===== src/rtl/pause_fade.sv =====
// Pause controller: merges request/OSD/user-button pause sources into a registered CPU halt,
// and progressively dims the pixel stream while paused.
module pause_fade #(
  parameter int RW         = 8,
  parameter int GW         = 8,
  parameter int BW         = 8,
  parameter int CLKSPD     = 12,
  parameter int MS_CYCLES  = CLKSPD * 1000,
  parameter int NREQ       = 2,
  parameter int DEB_MS     = 4,
  parameter int DIM_SECS   = 10,
  parameter int STEP_SECS  = 1,
  parameter int FADE_STEPS = 2
) (
  input  logic                  clk_sys,
  input  logic                  reset_n,
  input  logic                  cpu_reset,
  input  logic                  user_button,
  input  logic [NREQ-1:0]       pause_request,
  input  logic [NREQ-1:0]       req_mask,
  input  logic [1:0]            options,
  input  logic                  OSD_STATUS,
  input  logic [RW-1:0]         r,
  input  logic [GW-1:0]         g,
  input  logic [BW-1:0]         b,
  output logic                  pause_cpu,
  output logic [2:0]            pause_src,
  output logic [1:0]            dim_level,
  output logic [RW+GW+BW-1:0]   rgb_out
);

  localparam int PRE_W = $clog2(MS_CYCLES + 1);

  typedef enum logic [1:0] {S_RUN, S_WAIT, S_FADE} fade_state_t;

  logic [PRE_W-1:0]       r_pre;
  logic [9:0]             r_ms;
  logic [1:0]             r_sync;
  logic                   r_sync_q;
  logic [3:0]             r_deb_cnt;
  logic                   r_deb;
  logic                   r_toggle;
  logic                   r_pause;
  logic [2:0]             r_src;
  fade_state_t            r_state;
  logic [7:0]             r_sec_cnt;
  logic [1:0]             r_dim;
  logic [RW+GW+BW-1:0]    r_rgb;

  logic                   w_ms_tick;
  logic                   w_sec_tick;
  logic                   w_stable;
  logic                   w_deb_done;
  logic                   w_press;
  logic                   w_req_hit;
  logic                   w_osd_hit;
  logic [1:0]             w_dim_eff;

  assign w_ms_tick  = (r_pre == PRE_W'(MS_CYCLES - 1));
  assign w_sec_tick = w_ms_tick && (r_ms == 10'd999);

  always_ff @(posedge clk_sys or negedge reset_n) begin
    if (!reset_n) begin
      r_pre <= '0;
      r_ms  <= '0;
    end else begin
      r_pre <= w_ms_tick ? '0 : r_pre + 1'b1;
      if (w_ms_tick)
        r_ms <= (r_ms == 10'd999) ? '0 : r_ms + 10'd1;
    end
  end

  assign w_stable   = (r_sync[1] == r_sync_q);
  assign w_deb_done = (r_deb_cnt == 4'(DEB_MS)) && w_stable;
  assign w_press    = w_deb_done && r_sync_q && !r_deb;

  always_ff @(posedge clk_sys or negedge reset_n) begin
    if (!reset_n) begin
      r_sync    <= '0;
      r_sync_q  <= 1'b0;
      r_deb_cnt <= '0;
      r_deb     <= 1'b0;
      r_toggle  <= 1'b0;
    end else begin
      r_sync   <= {r_sync[0], user_button};
      r_sync_q <= r_sync[1];
      if (!w_stable)
        r_deb_cnt <= '0;
      else if (w_ms_tick && (r_deb_cnt != 4'(DEB_MS)))
        r_deb_cnt <= r_deb_cnt + 4'd1;
      if (w_deb_done)
        r_deb <= r_sync_q;
      // CPU reset wins over a press landing in the same cycle
      if (cpu_reset)
        r_toggle <= 1'b0;
      else if (w_press)
        r_toggle <= ~r_toggle;
    end
  end

  assign w_req_hit = |(pause_request & req_mask);
  assign w_osd_hit = OSD_STATUS & options[0];

  always_ff @(posedge clk_sys or negedge reset_n) begin
    if (!reset_n) begin
      r_pause <= 1'b0;
      r_src   <= '0;
    end else begin
      r_pause <= (w_req_hit | w_osd_hit | r_toggle) & ~cpu_reset;
      r_src   <= {r_toggle, w_osd_hit, w_req_hit} & {3{~cpu_reset}};
    end
  end

  always_ff @(posedge clk_sys or negedge reset_n) begin
    if (!reset_n) begin
      r_state   <= S_RUN;
      r_sec_cnt <= '0;
      r_dim     <= '0;
    end else if (!r_pause || !options[1]) begin
      r_state   <= S_RUN;
      r_sec_cnt <= '0;
      r_dim     <= '0;
    end else begin
      case (r_state)
        S_RUN: begin
          r_sec_cnt <= '0;
          r_dim     <= '0;
          r_state   <= S_WAIT;
        end
        S_WAIT: begin
          if (r_sec_cnt == 8'(DIM_SECS)) begin
            r_dim     <= 2'd1;
            r_sec_cnt <= '0;
            r_state   <= S_FADE;
          end else if (w_sec_tick) begin
            r_sec_cnt <= r_sec_cnt + 8'd1;
          end
        end
        S_FADE: begin
          if (r_sec_cnt == 8'(STEP_SECS)) begin
            r_sec_cnt <= '0;
            if (r_dim < 2'(FADE_STEPS))
              r_dim <= r_dim + 2'd1;
          end else if (w_sec_tick) begin
            r_sec_cnt <= r_sec_cnt + 8'd1;
          end
        end
        default: r_state <= S_RUN;
      endcase
    end
  end

  // Gate on the registered pause so un-dimming lands one cycle ahead of the FSM clearing r_dim
  assign w_dim_eff = (r_pause && options[1]) ? r_dim : 2'd0;

  always_ff @(posedge clk_sys or negedge reset_n) begin
    if (!reset_n)
      r_rgb <= '0;
    else
      r_rgb <= {r >> w_dim_eff, g >> w_dim_eff, b >> w_dim_eff};
  end

  assign pause_cpu = r_pause;
  assign pause_src = r_src;
  assign dim_level = r_dim;
  assign rgb_out   = r_rgb;

endmodule

===== config.mk =====
export PLATFORM = sky130hd
export DESIGN_NAME = pause_fade
export DESIGN_NICKNAME = d
export VERILOG_FILES = /design/src/rtl/pause_fade.sv
export SDC_FILE = /design/constraint.sdc
export NUM_CORES = 1
export LEC_CHECK = 0
export BUFFER_PORTS_ARGS = -buffer_cell sky130_fd_sc_hd__buf_2
export CAP_MARGIN = 20
export CORE_MARGIN = 5
export CORE_UTILIZATION = 55
export DETAILED_ROUTE_END_ITERATION = 7
export GPL_ROUTABILITY_DRIVEN = 0
export PLACE_DENSITY = 0.81
export SYNTH_ARGS = -nofsm -noshare
export SYNTH_HDL_FRONTEND = slang
export SYNTH_SLANG_ARGS = --single-unit

===== constraint.sdc =====
create_clock -name clk_sys -period 2.6 [get_ports clk_sys]
set_input_delay 0.13 -clock clk_sys [delete_from_list [all_inputs] [get_ports clk_sys]]
set_output_delay 0.13 -clock clk_sys [all_outputs]
set_load 0.02 [all_outputs]

==> summary.md, run 1 <==
| Metric | Value |
|---|---|
| Port buffer count | 64 |
| First-pass GRT wire length | 13.7 mm |
| Routed wire per std cell | 15.9 um |
| Final hold viol count | 0 |
| Req. time, crit path | 2870 ps |
| 1st-pass router iterations | 5 |
| Syn-to-layout area delta | 19.2% |
| WHS Path Cells | 3 |
| # diodes | 0 |
| Number of global-route vias before repair | 3,029 |
| Post-DP HPWL | 5.66 mm |
| Largest net degree at the start of global routing | 32 |
| Worst r2r src | r_state[1]$_DFFE_PN0P_ |
| P_leak | 2.06 nW |
| Grt total ovfl | 0 |
| Io pins | 65 |
| Ys flop type | dfrtp_1 |
| Multi-input gate area | 1650 um^2 |
| Crit path time final | 2260 ps |
| Placement Cell Area | 3990 um^2 |
| Clk buf depth | 2 |
| Slew Viols, Final | 0 |
| DRC marker count from the first detailed-route iteration | 107 |
| CP Launch Type | flop |
| Fraction of registers with async set/reset | 100% |
| Largest stage delay on the critical path | 810 ps |
| Worst Hold Launch | b[7] |
| Initial antenna violation count | 0 |
| Avg Cell Area, Syn | 10.5 um^2 |
| Arr. time, crit path | 2530 ps |
| CP Max Fanout | 15 |
| Worst setup EP type | flop |
| RSZ-0062 raised after global routing | false |
| Sequential area share after synthesis | 51.2% |
| Synthesized area | 3570 um^2 |
| Cells after Synth | 340 |
| CTS tree | built |
| Synth warnings | 0 |
| Total of max-cap violations | 0 |
| CP max-delay cell | a21oi_1 |
| ANT nets after route | 0 |
| Reg area | 1830 um^2 |
| Post-synth EDFFs | 0 |
| Core Area | 6350 um^2 |
| Slew HR | 31.8% |
| CP startpoint | r_state[1]$_DFFE_PN0P_ |
| Sum of negative setup slack | 0 ps |
| All-Layer GR Usage | 20.4% |
| Crit path cell chain | inv_1 > ha_1 > nand3_1 > a21oi_1 > a41oi_1 > a31oi_1 |
| Total CTS buffers | 9 |
| Top delay family on crit path | compound AO/OA/AOI/OAI gates |
| Postcts setup bufs | 0 |
| Final net count | 461 |
| Die width | 90.6 um |
| Bufs and invs on worst path | 1 |
| Netlist cell types | 47 |
| Status | finished clean |
| DR vias | 2,836 |
| Clock-pin slew on the worst setup and hold paths | 80 ps |
| Post-synthesis net count | 386 |
| Die H | 90.6 um |
| Filler cells | 475 |
| Clk_lat worst skew | 350 ps |
| Critical path depth | 6 |
| CP Class | flop to flop |
| CTS-repair resized insts | 0 |
| Slew @ Worst Pin | 1020 ps |
| Layout cells sized above 1 | 22.6% |
| Row count | 29 |
| Clock sink count | 73 |
| Final instance area | 4260 um^2 |
| Power Dens Cells | 548 nW/um^2 |
| Root Buffer | clkbuf_8 |
| Final setup vio count | 0 |
| WL final | 7.88 mm |
| Fmax achieved | 442 MHz |
| Worst VDD drop | 0.000441 V |
| Cts hold-fix bufs | 4 |
| Yosys reg bits | 73 |
| CTS H-tree depth | 3 |
| Post-route clock period utilization | 87.0% |
| Full die area | 8200 um^2 |
| DRC viols | 0 |
| Vias/cell | 5.71 |
| Cell count of the worst reg-to-reg path | 6 |
| Initial Util | 56.2% |
| Setup Skew | 6.81 ps |
| Hold WC Path Type | input port to flop |
[path summary, 6_finish.rpt]
path | endpoint | slack (ps)
setup / recovery | r_sec_cnt[5]$_DFFE_PN0N_ | 340
hold / removal | rgb_out[6]$_DFF_PN0_ | 20
setup reg to reg | r_sec_cnt[5]$_DFFE_PN0N_ | 340
hold reg to reg | r_sync[1]$_DFF_PN0_ | 360
max in group asynchronous | r_pre[8]$_DFF_PN0_ | 1510
min in group asynchronous | r_toggle$_DFFE_PN0P_ | 310
[final cells by class]
cell class                      instances  share of cell area (%)
Multi-Input combinational cell        245                    38.9
Timing Repair Buffer                   75                    9.70
Sequential cell                        73                    42.9
Inverter                               11                   0.970
Tap cell                               77                    2.26
Clock buffer                            9                    2.91
Clock inverter                          7                    2.35
[placed cells by master, fill, tap and decap left out, types with 2 or more instances in the layout]
| master | Yosys | routed |
|---|---|---|
| a21o_1 | 2 | 2 |
| a31oi_1 | 4 | 4 |
| mux2_1 | 2 | 2 |
| nand2_1 | 42 | 42 |
| nor2b_1 | 3 | 3 |
| and2_1 | 2 | 2 |
| a21oi_1 | 10 | 10 |
| o21ai_0 | 13 | 13 |
| a41oi_1 | 2 | 2 |
| and4_1 | 6 | 6 |
| dlygate4sd3_1 | 0 | 4 |
| clkbuf_8 | 0 | 9 |
| and3_1 | 7 | 7 |
| buf_2 | 5 | 64 |
| ha_1 | 11 | 11 |
| inv_6 | 0 | 2 |
| xor2_1 | 10 | 10 |
| nand3_1 | 20 | 20 |
| dfrtp_1 | 73 | 73 |
| or3_1 | 4 | 4 |
| nor2_1 | 29 | 29 |
| nand4_1 | 9 | 9 |
| xnor2_1 | 10 | 10 |
| nor3_1 | 5 | 5 |
| mux2i_1 | 33 | 33 |
| clkinvlp_4 | 0 | 3 |
| bufinv_16 | 0 | 2 |
| inv_1 | 11 | 11 |
| buf_4 | 0 | 7 |
[cells by family after synthesis]
kind of cell	share of synthesized area, %
buf+inv	2.52
fa+ha+maj	3.85
flops	51.2
compound gates	7.08
xor+xnor	4.91
simple gates	20.3
mux	10.2
[stage by stage]
step | cells | hold slack [ps] | power [mW] | utilization (%) | setup slack (ps)
after floorplan | 340 | -166 | 1.26 | - | 600
after global placement | 477 | 118 | 1.35 | 62.9 | 518
after detailed placement | 477 | 136 | 1.35 | 62.9 | 369
after CTS | 497 | 8.47 | 2.35 | 67.0 | 349
after global routing | 497 | 31.6 | 2.43 | 67.0 | 139
final | 497 | 15.8 | 2.33 | 67.0 | 338
[sequential cells by signal (all words and copies together), names as in the netlist]
register	cells
rgb_out	24
r_pre	14
r_ms	10
r_sec_cnt	8
r_deb_cnt	4
pause_src	3
dim_level	2
r_state	2
r_sync	2
pause_cpu	1
r_deb	1
r_sync_q	1
r_toggle	1
[worst register-to-register path: stages, from the launching register on]
cell and delay, ps:
dfrtp_1 390, inv_1 90, ha_1 320, nand3_1 120, a21oi_1 810, a41oi_1 230
a31oi_1 210
[layer usage]
layer	vias to the layer above	share of wire [%]	track usage, %	wire length, um
met3	25	8.1	7.08	642
li1	1349	-	-	-
met1	1375	40	23.4	3170
met5	-	0	0	0
met2	87	49	33.5	3840
met4	0	3.0	10.5	233
[synth_stat cells (all sizes together) (4+ instances only)]
cell / n / area (um^2)
a21oi: 10 / 50.1
a31oi: 4 / 25.0
and3: 8 / 51.3
and4: 6 / 52.6
buf: 6 / 28.8
clkbuf: 5 / 20.0
dfrtp: 73 / 1830
ha: 11 / 138
inv: 11 / 41.3
mux2i: 33 / 330
nand2: 42 / 158
nand3: 20 / 100
nand4: 9 / 56.3
nor2: 29 / 109
nor3: 5 / 25.0
o21ai: 13 / 65.1
or3: 4 / 25.0
xnor2: 10 / 87.6
xor2: 10 / 87.6
[power by group]
group | internal [mW] | total, mW | switching (mW)
clock | 0.546 | 0.999 | 0.453
sequential | 1.16 | 1.17 | 0.0103
combinational | 0.0616 | 0.165 | 0.104
total | 1.77 | 2.33 | 0.567
Note: power is estimated with default switching activity, not from simulation.
==> inputs of run 2 (changes only) <==
ABC_AREA = 1   (was default)
ABC_CLOCK_PERIOD_IN_PS = 2600   (was default)
CORE_UTILIZATION = 56   (was 55)
SETUP_SLACK_MARGIN = 0.5   (was default)
==> summary.md, run 2 <==
| Metric | Value |
|---|---|
| Core Area | 6760 um^2 (+6.4%) |
| Routed wire per std cell | 13.3 um (-16%) |
| WHS Path Cells | 3 (unchanged) |
| Most frequent cells in the layout | 119 x nand2_1, 73 x dfrtp_1, 64 x buf_2 |
| Initial antenna violation count | 0 (unchanged) |
| Final setup vio count | 0 (unchanged) |
| Final setup margin | 698 ps (+360 ps) |
| Slew HR | 47.3% (+15 points) |
| Worst Hold Launch | g[7] |
| Top Usage Layer GRT | met2 |
| Total CTS buffers | 9 (unchanged) |
| Status | finished clean |
| Net Sw Frac | 25.7% (+1.4 points) |
| Vias/cell | 5.21 (-8.6%) |
| Sum of negative setup slack | 0 ps (unchanged) |
| First-pass GRT wire length | 14.6 mm (+6.3%) |
| DRC marker count from the first detailed-route iteration | 117 (+9.3%) |
| Netlist cell types | 35 (-26%) |
| Grt total ovfl | 0 (unchanged) |
| Die H | 93.1 um (+2.7%) |
| Met1 GRT Util | 26.7% (+3.3 points) |
| Fraction of registers with async set/reset | 100% (unchanged) |
| Final hold viol count | 0 (unchanged) |
| Initial Util | 57.2% (+0.93 points) |
| Post-route clock period utilization | 73.2% (-14 points) |
| CP Launch Type | flop |
| Clock sink count | 73 (unchanged) |
| Slew Viols, Final | 0 (unchanged) |
| Die width | 93.1 um (+2.7%) |
| Comb pwr share | 9.9% (+2.8 points) |
| Syn-to-layout area delta | 16.2% |
| Int Power | 1.66 mW (-6.0%) |
| CTS H-tree depth | 3 (unchanged) |
| Psw | 574 uW (+1.2%) |
| Synth top cells by count | 119 x nand2_1, 73 x dfrtp_1, 62 x inv_1 |
| Root Buffer | clkbuf_8 |
| Most area-hungry cell type in the Yosys netlist | dfrtp_1 |
| # diodes | 0 (unchanged) |
| Yosys reg bits | 73 (unchanged) |
| Synthesized area | 3860 um^2 (+8.2%) |
| Sequential area share after synthesis | 47.3% (-3.9 points) |
| Avg Cell Area, Syn | 8.05 um^2 (-23%) |
| Req. time, crit path | 2870 ps (about the same) |
| Largest net degree at the start of global routing | 42 (+31%) |
| Clock-pin slew on the worst setup and hold paths | 70 ps (about the same) |
| Clock power frac | 36.0% (-6.8 points) |
| Most common cell after layout, fill and taps aside | nand2_1 |
| Post-synth EDFFs | 0 (unchanged) |
| ANT nets after route | 0 (unchanged) |
| Full die area | 8660 um^2 (+5.5%) |
| Cell count of the worst reg-to-reg path | 7 (+1) |
| Most common cell in the netlist | nand2_1 |
| R2R Setup Slk | 700 ps (+360 ps) |
| Sink of the worst hold path | rgb_out[15]$_DFF_PN0_ |
| Sequential share of power | 54.1% (+4.0 points) |
| Cells after Synth | 480 (+41%) |
| Arr. time, crit path | 2170 ps (-360 ps) |
| CP Max Fanout | 6 (-9) |
| Worst r2r src | r_state[0]$_DFFE_PN0P_ |
| All-Layer GR Usage | 21.2% (+0.76 points) |
| Postcts setup bufs | 0 (unchanged) |
| RSZ-0062 raised after global routing | false |
| Power Dens Cells | 498 nW/um^2 (-9.2%) |
| 1st-pass router iterations | 5 (unchanged) |
| Place WS | 715 ps (+346 ps) |
| Hold WC Path Type | input port to flop |
| Clk buf depth | 2 (unchanged) |
| WL final | 8.48 mm (+7.6%) |
| Met2 GRT Util | 35.0% (+1.5 points) |
| DR vias | 3,331 (+17%) |
| Crit path time final | 1900 ps (-360 ps) |
| Synth top area share | 47.3% (-3.9 points) |
| Post-synthesis net count | 526 (+36%) |
| Slew @ Worst Pin | 791 ps (-232 ps) |
| Post-Place Cells | 620 (+30%) |
| Largest register FFs | 24 (unchanged) |
| Ys flop type | dfrtp_1 |
| DRC viols | 0 (unchanged) |
| Met3 usage | 6.84% (-0.25 points) |
| Setup Skew | 14.9 ps (+8.10 ps) |
| R2R Path End | dim_level[0]$_DFFE_PN0P_ |
| Worst setup EP type | flop |
| Final net count | 600 (+30%) |
| Hold_ws | 50.9 ps (+35.1 ps) |
| Port buffer count | 64 (unchanged) |
| Fmax achieved | 526 MHz (+19%) |
| Layout cells sized above 1 | 19.3% (-3.3 points) |
| Post-DP HPWL | 6.40 mm (+13%) |
| Worst VDD drop | 0.000274 V (-38%) |
| Io pins | 65 (unchanged) |
| Row count | 30 (+3.4%) |
| P_leak | 2.28 nW (+10%) |
| Synth warnings | 0 (unchanged) |
| Final cell count without fillers | 639 (+29%) |
| Number of global-route vias before repair | 3,313 (+9.4%) |
| Total of max-cap violations | 0 (unchanged) |
| CP Class | flop to flop |
| Main area contributors after synthesis | dfrtp_1 47%, nand2_1 12%, inv_1 6.0% |
| Clk_lat worst skew | 340 ps (about the same) |
| CTS tree | built |
==> run 2: cell types whose count changed in the layout (fill, tap and decap cells not counted), sizes merged, moves of 8 or more <==
cell,delta
nand2,+84
mux2i,-27
o21ai,+31
inv,+54
xnor2,-8
nor2,+23
a21oi,+11
==> run 2: final cells by class <==
| type | count | area (um^2) |
|---|---|---|
| repair buffers | 70 | 385 |
| fillers | 547 | 2270 |
| inverters | 67 | 251 |
| clock buffers | 14 | 163 |
| flip-flops and latches | 73 | 1830 |
| multi-input cells | 333 | 1750 |
| clock inverters | 2 | 12.5 |
| well taps | 80 | 100 |
==> run 2: power by group through the flow <==
stage | clock (mW) | sequential (mW) | combinational [mW]
floorplan | 0 | 1.25 | 0.0855
global route | 0.874 | 1.22 | 0.254
detailed placement | 0 | 1.23 | 0.222
CTS | 0.824 | 1.21 | 0.225
global placement | 0 | 1.23 | 0.210
finish | 0.805 | 1.21 | 0.221
==> run 2: metrics by stage <==
stage          power (mW)  util, %  instance area, um^2
4_1_cts              2.26     66.4                 4490
6_report             2.23     66.4                 4490
5_1_grt              2.34     66.4                 4490
2_1_floorplan        1.34        -                 3860
3_5_place_dp         1.45     63.4                 4280
3_3_place_gp         1.44     63.4                 4280
==> run 2: how the worst max path moves through the flow <==
stage                      startpoint                  endpoint  cells past startpoint
2_1_floorplan  r_state[0]$_DFFE_PN0P_  dim_level[1]$_DFFE_PN0P_                      7
3_3_place_gp   r_state[0]$_DFFE_PN0P_  dim_level[0]$_DFFE_PN0P_                      7
5_1_grt        r_state[0]$_DFFE_PN0P_  dim_level[1]$_DFFE_PN0P_                      7
4_1_cts        r_state[0]$_DFFE_PN0P_  dim_level[0]$_DFFE_PN0P_                      7
3_5_place_dp   r_state[0]$_DFFE_PN0P_  dim_level[1]$_DFFE_PN0P_                      7
6_report       r_state[0]$_DFFE_PN0P_  dim_level[0]$_DFFE_PN0P_                      7
==> run 2: critical path, cell delays in order (launching register included) <==
cell     delay, ps
dfrtp_1        380
inv_1           90
ha_1           330
nor3_1         520
inv_1          240
nand3_1        170
nand2_1         60
nand2_1         50
==> run 2: metal layers <==
| metal | vias up | part of all wire, % |
|---|---|---|
| li1 | 1687 | - |
| met1 | 1544 | 43 |
| met2 | 91 | 48 |
| met3 | 9 | 8.1 |
| met4 | 0 | 1.2 |
| met5 | - | 0 |
==> run 2: what timing repair did <==
action	in CTS	in global routing
hold endpoints to repair	34	0
hold buffers	3	0
resized for setup	0	0
endpoints found under the setup margin	0	0
==> run 2: cell families (layout without fill, tap and decap cells) <==
family	count (synthesis)	in the layout	share of synthesized area, %
buffers and inverters	74	153	7.45
flip-flops	73	73	47.3
multiplexers	6	6	1.55
XOR/XNOR	11	11	2.49
AO/OA/AOI/OAI	74	74	10.2
adder cells (fa/ha/maj)	11	11	3.56
AND/OR/NAND/NOR	231	231	27.4
